`src/rtl/lidar_sweep_segmenter.sv`:
```
// lidar_sweep_segmenter
//   Splits a raw LiDAR point stream (distance, angle) into angular clusters,
//   one sweep at a time, and streams up to MAX_OBJ cluster records per sweep.
//   Two cluster banks work as a ping-pong pair: one is built while the other
//   is read out.
// Ports:
//   clk, rst_n                  clock, asynchronous active-low reset
//   lidar_distance/angle/valid  point input, no backpressure
//   obj_valid/ready             record handshake
//   obj_range/angle/width       min distance, midpoint angle, angular span
//   obj_points, obj_last        point count (saturating), final record flag
//   sweep_done, sweep_dropped   pulses: bank handed to readout / sweep discarded
//   sweep_count, overflow       record count and overflow flag of bank being read
module lidar_sweep_segmenter #(
    parameter int unsigned MAX_OBJ   = 8,
    parameter int unsigned MIN_RANGE = 500,
    parameter int unsigned MAX_RANGE = 200000,
    parameter int unsigned GAP_MM    = 300,
    parameter int unsigned MAX_ASTEP = 64,
    parameter int unsigned MIN_PTS   = 3
) (
    input  logic        clk,
    input  logic        rst_n,
    input  logic [31:0] lidar_distance,
    input  logic [15:0] lidar_angle,
    input  logic        lidar_valid,
    output logic        obj_valid,
    input  logic        obj_ready,
    output logic [31:0] obj_range,
    output logic [15:0] obj_angle,
    output logic [15:0] obj_width,
    output logic [7:0]  obj_points,
    output logic        obj_last,
    output logic        sweep_done,
    output logic [3:0]  sweep_count,
    output logic        overflow,
    output logic        sweep_dropped
);

    localparam int unsigned IW = (MAX_OBJ > 1) ? $clog2(MAX_OBJ) : 1;

    typedef enum logic {RD_IDLE, RD_BUSY} rd_state_t;

    // Open-cluster tracking
    logic        last_vld;
    logic [15:0] last_angle;
    logic        c_open;
    logic [31:0] c_min, c_dlast;
    logic [15:0] c_start, c_end;
    logic [7:0]  c_cnt;
    logic        bsel;

    // Registered commit and seal requests, applied one cycle after the point
    logic        cm_v, cm_bank;
    logic [31:0] cm_range;
    logic [15:0] cm_angle, cm_width;
    logic [7:0]  cm_pts;
    logic        sl_v, sl_bank;

    // Bank tables
    logic [1:0][3:0] wr_cnt;
    logic [1:0]      ovf;
    logic [31:0] t_range [2][MAX_OBJ];
    logic [15:0] t_angle [2][MAX_OBJ];
    logic [15:0] t_width [2][MAX_OBJ];
    logic [7:0]  t_pts   [2][MAX_OBJ];

    // Readout
    rd_state_t   rd_state, rd_next;
    logic        rd_bank;
    logic [IW-1:0] rd_idx;

    logic        gated, wrap, cont, close;
    logic [31:0] d_step;
    logic [15:0] a_step, span;
    logic        build_bank;
    logic [3:0]  cm_cur, sl_cur, fin_cnt;
    logic        commit_ok, fin_ovf, handoff, rd_fire, rd_last_hit;

    always_comb begin
        gated  = (lidar_distance < MIN_RANGE) || (lidar_distance > MAX_RANGE);
        wrap   = lidar_valid && last_vld && (lidar_angle < last_angle);
        d_step = (lidar_distance >= c_dlast) ? lidar_distance - c_dlast
                                             : c_dlast - lidar_distance;
        a_step = lidar_angle - c_end;
        // The explicit !wrap guards against a modular angle step near 0/65535
        cont   = lidar_valid && c_open && !wrap && !gated &&
                 (d_step <= GAP_MM) && (a_step <= 16'(MAX_ASTEP));
        close  = lidar_valid && c_open && !cont;
        span   = c_end - c_start;
    end

    always_comb begin
        handoff     = sl_v && (rd_state == RD_IDLE);
        // A seal being handed off this cycle moves building to the other bank
        build_bank  = handoff ? ~sl_bank : bsel;
        cm_cur      = wr_cnt[cm_bank];
        sl_cur      = wr_cnt[sl_bank];
        commit_ok   = cm_v && (cm_cur < 4'(MAX_OBJ));
        // Count and overflow of the sealed bank include the commit landing this cycle
        fin_cnt     = sl_cur + {3'b0, (commit_ok && (cm_bank == sl_bank))};
        fin_ovf     = ovf[sl_bank] | (cm_v && !commit_ok && (cm_bank == sl_bank));
        rd_fire     = (rd_state == RD_BUSY) && obj_ready;
        rd_last_hit = (4'(rd_idx) == sweep_count - 4'd1);
    end

    // Point processing and cluster building
    always_ff @(posedge clk or negedge rst_n) begin
        if (!rst_n) begin
            last_vld   <= 1'b0;
            last_angle <= '0;
            c_open     <= 1'b0;
            c_min      <= '0;
            c_dlast    <= '0;
            c_start    <= '0;
            c_end      <= '0;
            c_cnt      <= '0;
            bsel       <= 1'b0;
            cm_v       <= 1'b0;
            cm_bank    <= 1'b0;
            cm_range   <= '0;
            cm_angle   <= '0;
            cm_width   <= '0;
            cm_pts     <= '0;
            sl_v       <= 1'b0;
            sl_bank    <= 1'b0;
        end else begin
            cm_v <= 1'b0;
            sl_v <= 1'b0;
            if (lidar_valid) begin
                last_vld   <= 1'b1;
                last_angle <= lidar_angle;
                if (cont) begin
                    c_end   <= lidar_angle;
                    c_dlast <= lidar_distance;
                    if (lidar_distance < c_min) c_min <= lidar_distance;
                    if (c_cnt != 8'hFF) c_cnt <= c_cnt + 8'd1;
                end else begin
                    if (close && (c_cnt >= 8'(MIN_PTS))) begin
                        cm_v     <= 1'b1;
                        cm_bank  <= build_bank;
                        cm_range <= c_min;
                        cm_angle <= c_start + (span >> 1);
                        cm_width <= span;
                        cm_pts   <= c_cnt;
                    end
                    if (gated) begin
                        c_open <= 1'b0;
                    end else begin
                        c_open  <= 1'b1;
                        c_start <= lidar_angle;
                        c_end   <= lidar_angle;
                        c_min   <= lidar_distance;
                        c_dlast <= lidar_distance;
                        c_cnt   <= 8'd1;
                    end
                end
                if (wrap) begin
                    sl_v    <= 1'b1;
                    sl_bank <= build_bank;
                end
            end
            if (handoff) bsel <= ~sl_bank;
        end
    end

    always_ff @(posedge clk) begin
        if (commit_ok) begin
            t_range[cm_bank][cm_cur[IW-1:0]] <= cm_range;
            t_angle[cm_bank][cm_cur[IW-1:0]] <= cm_angle;
            t_width[cm_bank][cm_cur[IW-1:0]] <= cm_width;
            t_pts[cm_bank][cm_cur[IW-1:0]]   <= cm_pts;
        end
    end

    // Bank bookkeeping, seal/handoff and readout indexing
    always_ff @(posedge clk or negedge rst_n) begin
        if (!rst_n) begin
            wr_cnt        <= '0;
            ovf           <= '0;
            rd_bank       <= 1'b0;
            rd_idx        <= '0;
            sweep_done    <= 1'b0;
            sweep_dropped <= 1'b0;
            sweep_count   <= '0;
            overflow      <= 1'b0;
        end else begin
            sweep_done    <= 1'b0;
            sweep_dropped <= 1'b0;
            if (cm_v) begin
                if (commit_ok) wr_cnt[cm_bank] <= cm_cur + 4'd1;
                else           ovf[cm_bank]    <= 1'b1;
            end
            if (rd_fire) begin
                if (rd_last_hit) begin
                    wr_cnt[rd_bank] <= '0;
                    ovf[rd_bank]    <= 1'b0;
                    rd_idx          <= '0;
                end else begin
                    rd_idx <= rd_idx + 1'b1;
                end
            end
            if (sl_v) begin
                if (handoff) begin
                    sweep_done  <= 1'b1;
                    sweep_count <= fin_cnt;
                    overflow    <= fin_ovf;
                    rd_bank     <= sl_bank;
                    rd_idx      <= '0;
                end else begin
                    // Readout still busy: discard the new sweep; overrides its final commit
                    sweep_dropped   <= 1'b1;
                    wr_cnt[sl_bank] <= '0;
                    ovf[sl_bank]    <= 1'b0;
                end
            end
        end
    end

    always_ff @(posedge clk or negedge rst_n) begin
        if (!rst_n) rd_state <= RD_IDLE;
        else        rd_state <= rd_next;
    end

    always_comb begin
        rd_next = rd_state;
        case (rd_state)
            RD_IDLE: if (handoff && (fin_cnt != 4'd0)) rd_next = RD_BUSY;
            RD_BUSY: if (rd_fire && rd_last_hit)       rd_next = RD_IDLE;
            default: rd_next = RD_IDLE;
        endcase
    end

    always_comb begin
        obj_valid  = 1'b0;
        obj_range  = '0;
        obj_angle  = '0;
        obj_width  = '0;
        obj_points = '0;
        obj_last   = 1'b0;
        if (rd_state == RD_BUSY) begin
            obj_valid  = 1'b1;
            obj_range  = t_range[rd_bank][rd_idx];
            obj_angle  = t_angle[rd_bank][rd_idx];
            obj_width  = t_width[rd_bank][rd_idx];
            obj_points = t_pts[rd_bank][rd_idx];
            obj_last   = rd_last_hit;
        end
    end

endmodule

```
`config.mk`:
```
export PLATFORM = sky130hd
export DESIGN_NAME = lidar_sweep_segmenter
export DESIGN_NICKNAME = d
export VERILOG_FILES = /design/src/rtl/lidar_sweep_segmenter.sv
export SDC_FILE = /design/constraint.sdc
export NUM_CORES = 1
export LEC_CHECK = 0
export ABC_AREA = 1
export CAP_MARGIN = 10
export CORE_UTILIZATION = 45
export DETAILED_ROUTE_END_ITERATION = 10
export HOLD_SLACK_MARGIN = 0.08
export RECOVER_POWER = 100
export SYNTH_ARGS = -nofsm -noshare
export SYNTH_HDL_FRONTEND = slang
export SYNTH_SLANG_ARGS = --single-unit
```
`constraint.sdc`:
```
create_clock -name clk -period 13 [get_ports clk]
set_input_delay 1.3 -clock clk [delete_from_list [all_inputs] [get_ports clk]]
set_output_delay 1.3 -clock clk [all_outputs]
set_load 0.01 [all_outputs]
```
==> results.md <==
* Remaining DRCs at 2
* Leading cell types by total area after synthesis: sky130_fd_sc_hd__edfxtp_1 (56%), sky130_fd_sc_hd__dfrtp_1 (8.9%), sky130_fd_sc_hd__nand2_1 (5.5%), sky130_fd_sc_hd__o21ai_0 (5.4%), sky130_fd_sc_hd__nor2_1 (4.5%)
* Latest clock arrival within the worst-skew pair at approximately 790 ps
* Count of buffers inserted at the top-level ports at about 130
* Total global routing overflow at 0
* Resized cells post-CTS at 0
* Die ar. at between 100000 and 150000 um2
* Area growth from synthesis to layout at 11.3%
* Number of setup buffers added after CTS at 0
* Root buf cell: sky130_fd_sc_hd__clkbuf_16
* Crit path kind: reg -> out
* Initial DRC count at 4705
* Crit-path slowest cell: sky130_fd_sc_hd__clkbuf_1
* Final TNS setup at 0 ps
* Hold Vio Cnt, Final at 0
* Worst path max stage delay at between 2000 and 3000 ps
* Total power per unit cell area at between 100 and 150 nW/um2
* Setup clock skew after layout at 30.5 ps
* Hold-critical path depth at 2
* FF-to-FF End: t_width[0][1]$_DFFE_PP_
* Max Clock Freq at 0.101 GHz
* Req. time, crit path at ~12000 ps
* Max Root-Sink Buffers at 3
* Status: finished with violations
* Portion of synthesized cell area occupied by the leading cell type at 55.5%
* Worst Min Path Start: c_dlast[31]$_DFFE_PN0P_
* Clock-pin slew reported for the worst setup and hold paths after clock tree synthesis at 60 ps
* Mapped Area at 62300 um2
* Rel. slew slack at -215%
* Reg-to-reg critical path startpoint: cm_bank$_DFFE_PN0P_
* Primary flip-flop cell chosen by synthesis mapping: sky130_fd_sc_hd__edfxtp_1
* Horizontal die dimension at approximately 370 um
* Cell count after synthesis at around 5800
* WL final at approximately 180 mm
* Routed WL per cell at between 20 and 25 um
* Standby leakage power at 23.4 nW
* Number of sinks handled by clock tree synthesis at about 1400
* DPL Wire Length at 99.9 mm
* I/O pin count at between 100 and 150
* Placed Cells incl. Taps at 7466
* Total number of H-tree levels at 4
* Proportion of synthesized chip area in sequential cells at around 64%
* Dominant cell type by count on the critical path: sky130_fd_sc_hd__clkbuf_1
* Combined global-route utilization of all metal layers at 24.7%
* Residual antenna-violating net count after detailed routing at 0
* Total clock buffers created by CTS at 143
* Setup slack, reg-to-reg at 4220 ps
* Count of vias placed by the detailed router at between 40000 and 50000
* Async set or reset register ratio after synthesis at 16.1%
* Net count reported at finish at between 6000 and 7000
* Fin util at 50.4%
* Largest fanout on the critical path at 69
* DRT Pass-1 Iters at 9
* Pin count of the biggest net entering global routing at roughly 220
* Core area at ~140000 um2
* Global-route wire length before repair at 261 mm
* Vertical die dimension at 374 um
* Ratio of final minimum period to clock period at approximately 76%
* Row count at between 100 and 150
* Cell taking the most area after synthesis: sky130_fd_sc_hd__edfxtp_1
* Worst min-delay path endpoint: c_dlast[31]$_DFFE_PN0P_
* Total count of max-transition violations in the final report at about 1800
* Non-Filler Instances at 7727
* Hold buffer count at CTS at 0
* Number of synthesized flops with an enable pin at between 1000 and 1500
* Final setup violation count at 0
* Hold Crit Class: reg -> reg
* Transition time at the pin with the least slew margin at ~4700 ps
* FF-to-FF path depth at 8
* Avg Inst Size Synth at 10.8 um2
* Number of global-route vias before repair at between 40000 and 50000
* Crit end category: primary output
* Critical Path Source Type: register
* Count of cell types in the netlist at 53
* Max-cap check violation count at between 40 and 50
* Worst IR Drop VDD at ~150 uV
* Cell breakdown of the critical path: clkbuf_1, clkbuf_1, o21ai_0, o221ai_1, o211ai_1, a21oi_1, dlygate4sd3_1
* Starting Density at 45.3%
* Final worst path period need at 9930 ps
* Critical Path AT at approximately 8600 ps
* Warnings, synthesis at 0
* Final RePlAce weighted congestion at around 0.9
* Overall power at approximately 10 mW
* Antenna violations before repair at 13
* CTS tree: yes
* Number of synthesized register bits at 1373
* Share of layout cells above drive strength 1 at roughly 5%
* Failing checks: design-rule violations, max-capacitance violations, max-slew violations
* Net count after synthesis at 5998
* Vias per cell at around 5.7
* Most common library cell in the layout ignoring fill and taps: sky130_fd_sc_hd__edfxtp_1
* Leading cell types in the layout, fill and taps excluded: sky130_fd_sc_hd__edfxtp_1 (1152), sky130_fd_sc_hd__nand2_1 (925), sky130_fd_sc_hd__nor2_1 (747)
* RSZ-0062 raised after global routing: false
## worst max-delay path by stage
stage,from,endpoint,slack (ps),cells after the start
floorplan,cm_bank$_DFFE_PN0P_,t_angle[0][80]$_DFFE_PP_,6090,6
global placement,rd_bank$_DFFE_PN0P_,obj_width[13],6200,8
detailed placement,rd_bank$_DFFE_PN0P_,obj_width[13],6150,8
CTS,rd_bank$_DFFE_PN0P_,obj_width[13],5260,8
global route,rd_idx[0]$_DFF_PN0_,obj_points[1],2820,7
finish,rd_idx[0]$_DFF_PN0_,obj_points[6],3070,7
## worst max-delay path: cells and delay by family, from the launching register on
family          cells  cell delay (ps)
buf+inv             3             5640
flops               1              600
compound gates      4             1570
## synth_stat cells (5+ instances only)
library cell	instances
sky130_fd_sc_hd__edfxtp_1	1152
sky130_fd_sc_hd__nand2_1	905
sky130_fd_sc_hd__nor2_1	747
sky130_fd_sc_hd__o21ai_0	672
sky130_fd_sc_hd__inv_1	490
sky130_fd_sc_hd__clkbuf_1	243
sky130_fd_sc_hd__dfrtp_1	221
sky130_fd_sc_hd__nand3_1	209
sky130_fd_sc_hd__a21oi_1	204
sky130_fd_sc_hd__o221ai_1	202
sky130_fd_sc_hd__ha_1	160
sky130_fd_sc_hd__o211ai_1	94
sky130_fd_sc_hd__o22ai_1	92
sky130_fd_sc_hd__xor2_1	43
sky130_fd_sc_hd__nand4_1	41
sky130_fd_sc_hd__nand2_2	40
sky130_fd_sc_hd__o21ai_1	37
sky130_fd_sc_hd__o21ai_2	36
sky130_fd_sc_hd__nor3_1	33
sky130_fd_sc_hd__buf_1	22
sky130_fd_sc_hd__buf_2	18
sky130_fd_sc_hd__xnor2_1	14
sky130_fd_sc_hd__inv_2	11
sky130_fd_sc_hd__buf_6	10
sky130_fd_sc_hd__nor2_2	10
sky130_fd_sc_hd__o21bai_1	9
sky130_fd_sc_hd__nand3b_1	7
sky130_fd_sc_hd__or2_2	6
sky130_fd_sc_hd__a211oi_1	5
sky130_fd_sc_hd__nor4_1	5
## routing by layer
layer | vias up | track usage [%] | part of all wire, %
met4 | 0 | 7.38 | 2.5
met3 | 250 | 3.48 | 6.9
met5 | - | 0 | 0
met1 | 21661 | 35.8 | 45
met2 | 1593 | 38.6 | 46
li1 | 20491 | - | -
## flip-flops by register name, summed over array words and instances, names as in the netlist, 8 cells and up
signal      flops
t_range       512
t_angle       256
t_width       256
t_pts         128
c_dlast        32
c_min          32
cm_range       32
c_end          16
c_start        16
cm_angle       16
cm_width       16
last_angle     16
c_cnt           8
cm_pts          8
wr_cnt          8
## cell families (layout without fill, tap and decap cells)
group	after synthesis	after routing	share of synthesized area (%)
AND/OR/NAND/NOR	2020	2020	13.3
flip-flops	1373	1373	64.4
AO/OA/AOI/OAI	1366	1366	13.1
buffers and inverters	805	951	5.10
adder cells (fa/ha/maj)	162	162	3.28
XOR/XNOR	57	57	0.801
multiplexers	1	1	0.0161
other	0	3	0
## power breakdown
part	leakage [nW]	total (mW)	switching (mW)	internal, mW
Sequential	10.8	4.77	0.0442	4.72
Combinational	10.3	1.56	1.01	0.549
Clock	2.20	3.97	1.71	2.27
## final cells by class
cell class              count  area, um2
well taps                1794       2240
clock inverters            65        556
flip-flops and latches   1373      40100
clock buffers             193       3960
fillers                 12195      68100
inverters                 505       1920
diodes                      3       7.51
multi-input cells        3606      18900
repair buffers            188       1640
## per-stage QoR
| step | hold slack, ps | instance area (um2) | setup slack, ps |
|---|---|---|---|
| finish | 471 | 69300 | 3070 |
| global route | 487 | 69300 | 2820 |
| global placement | 453 | 65200 | 6200 |
| floorplan | 436 | 62300 | 6090 |
| detailed placement | 452 | 65200 | 6150 |
| CTS | 432 | 69700 | 5260 |
Note: power is estimated with default switching activity, not from simulation.
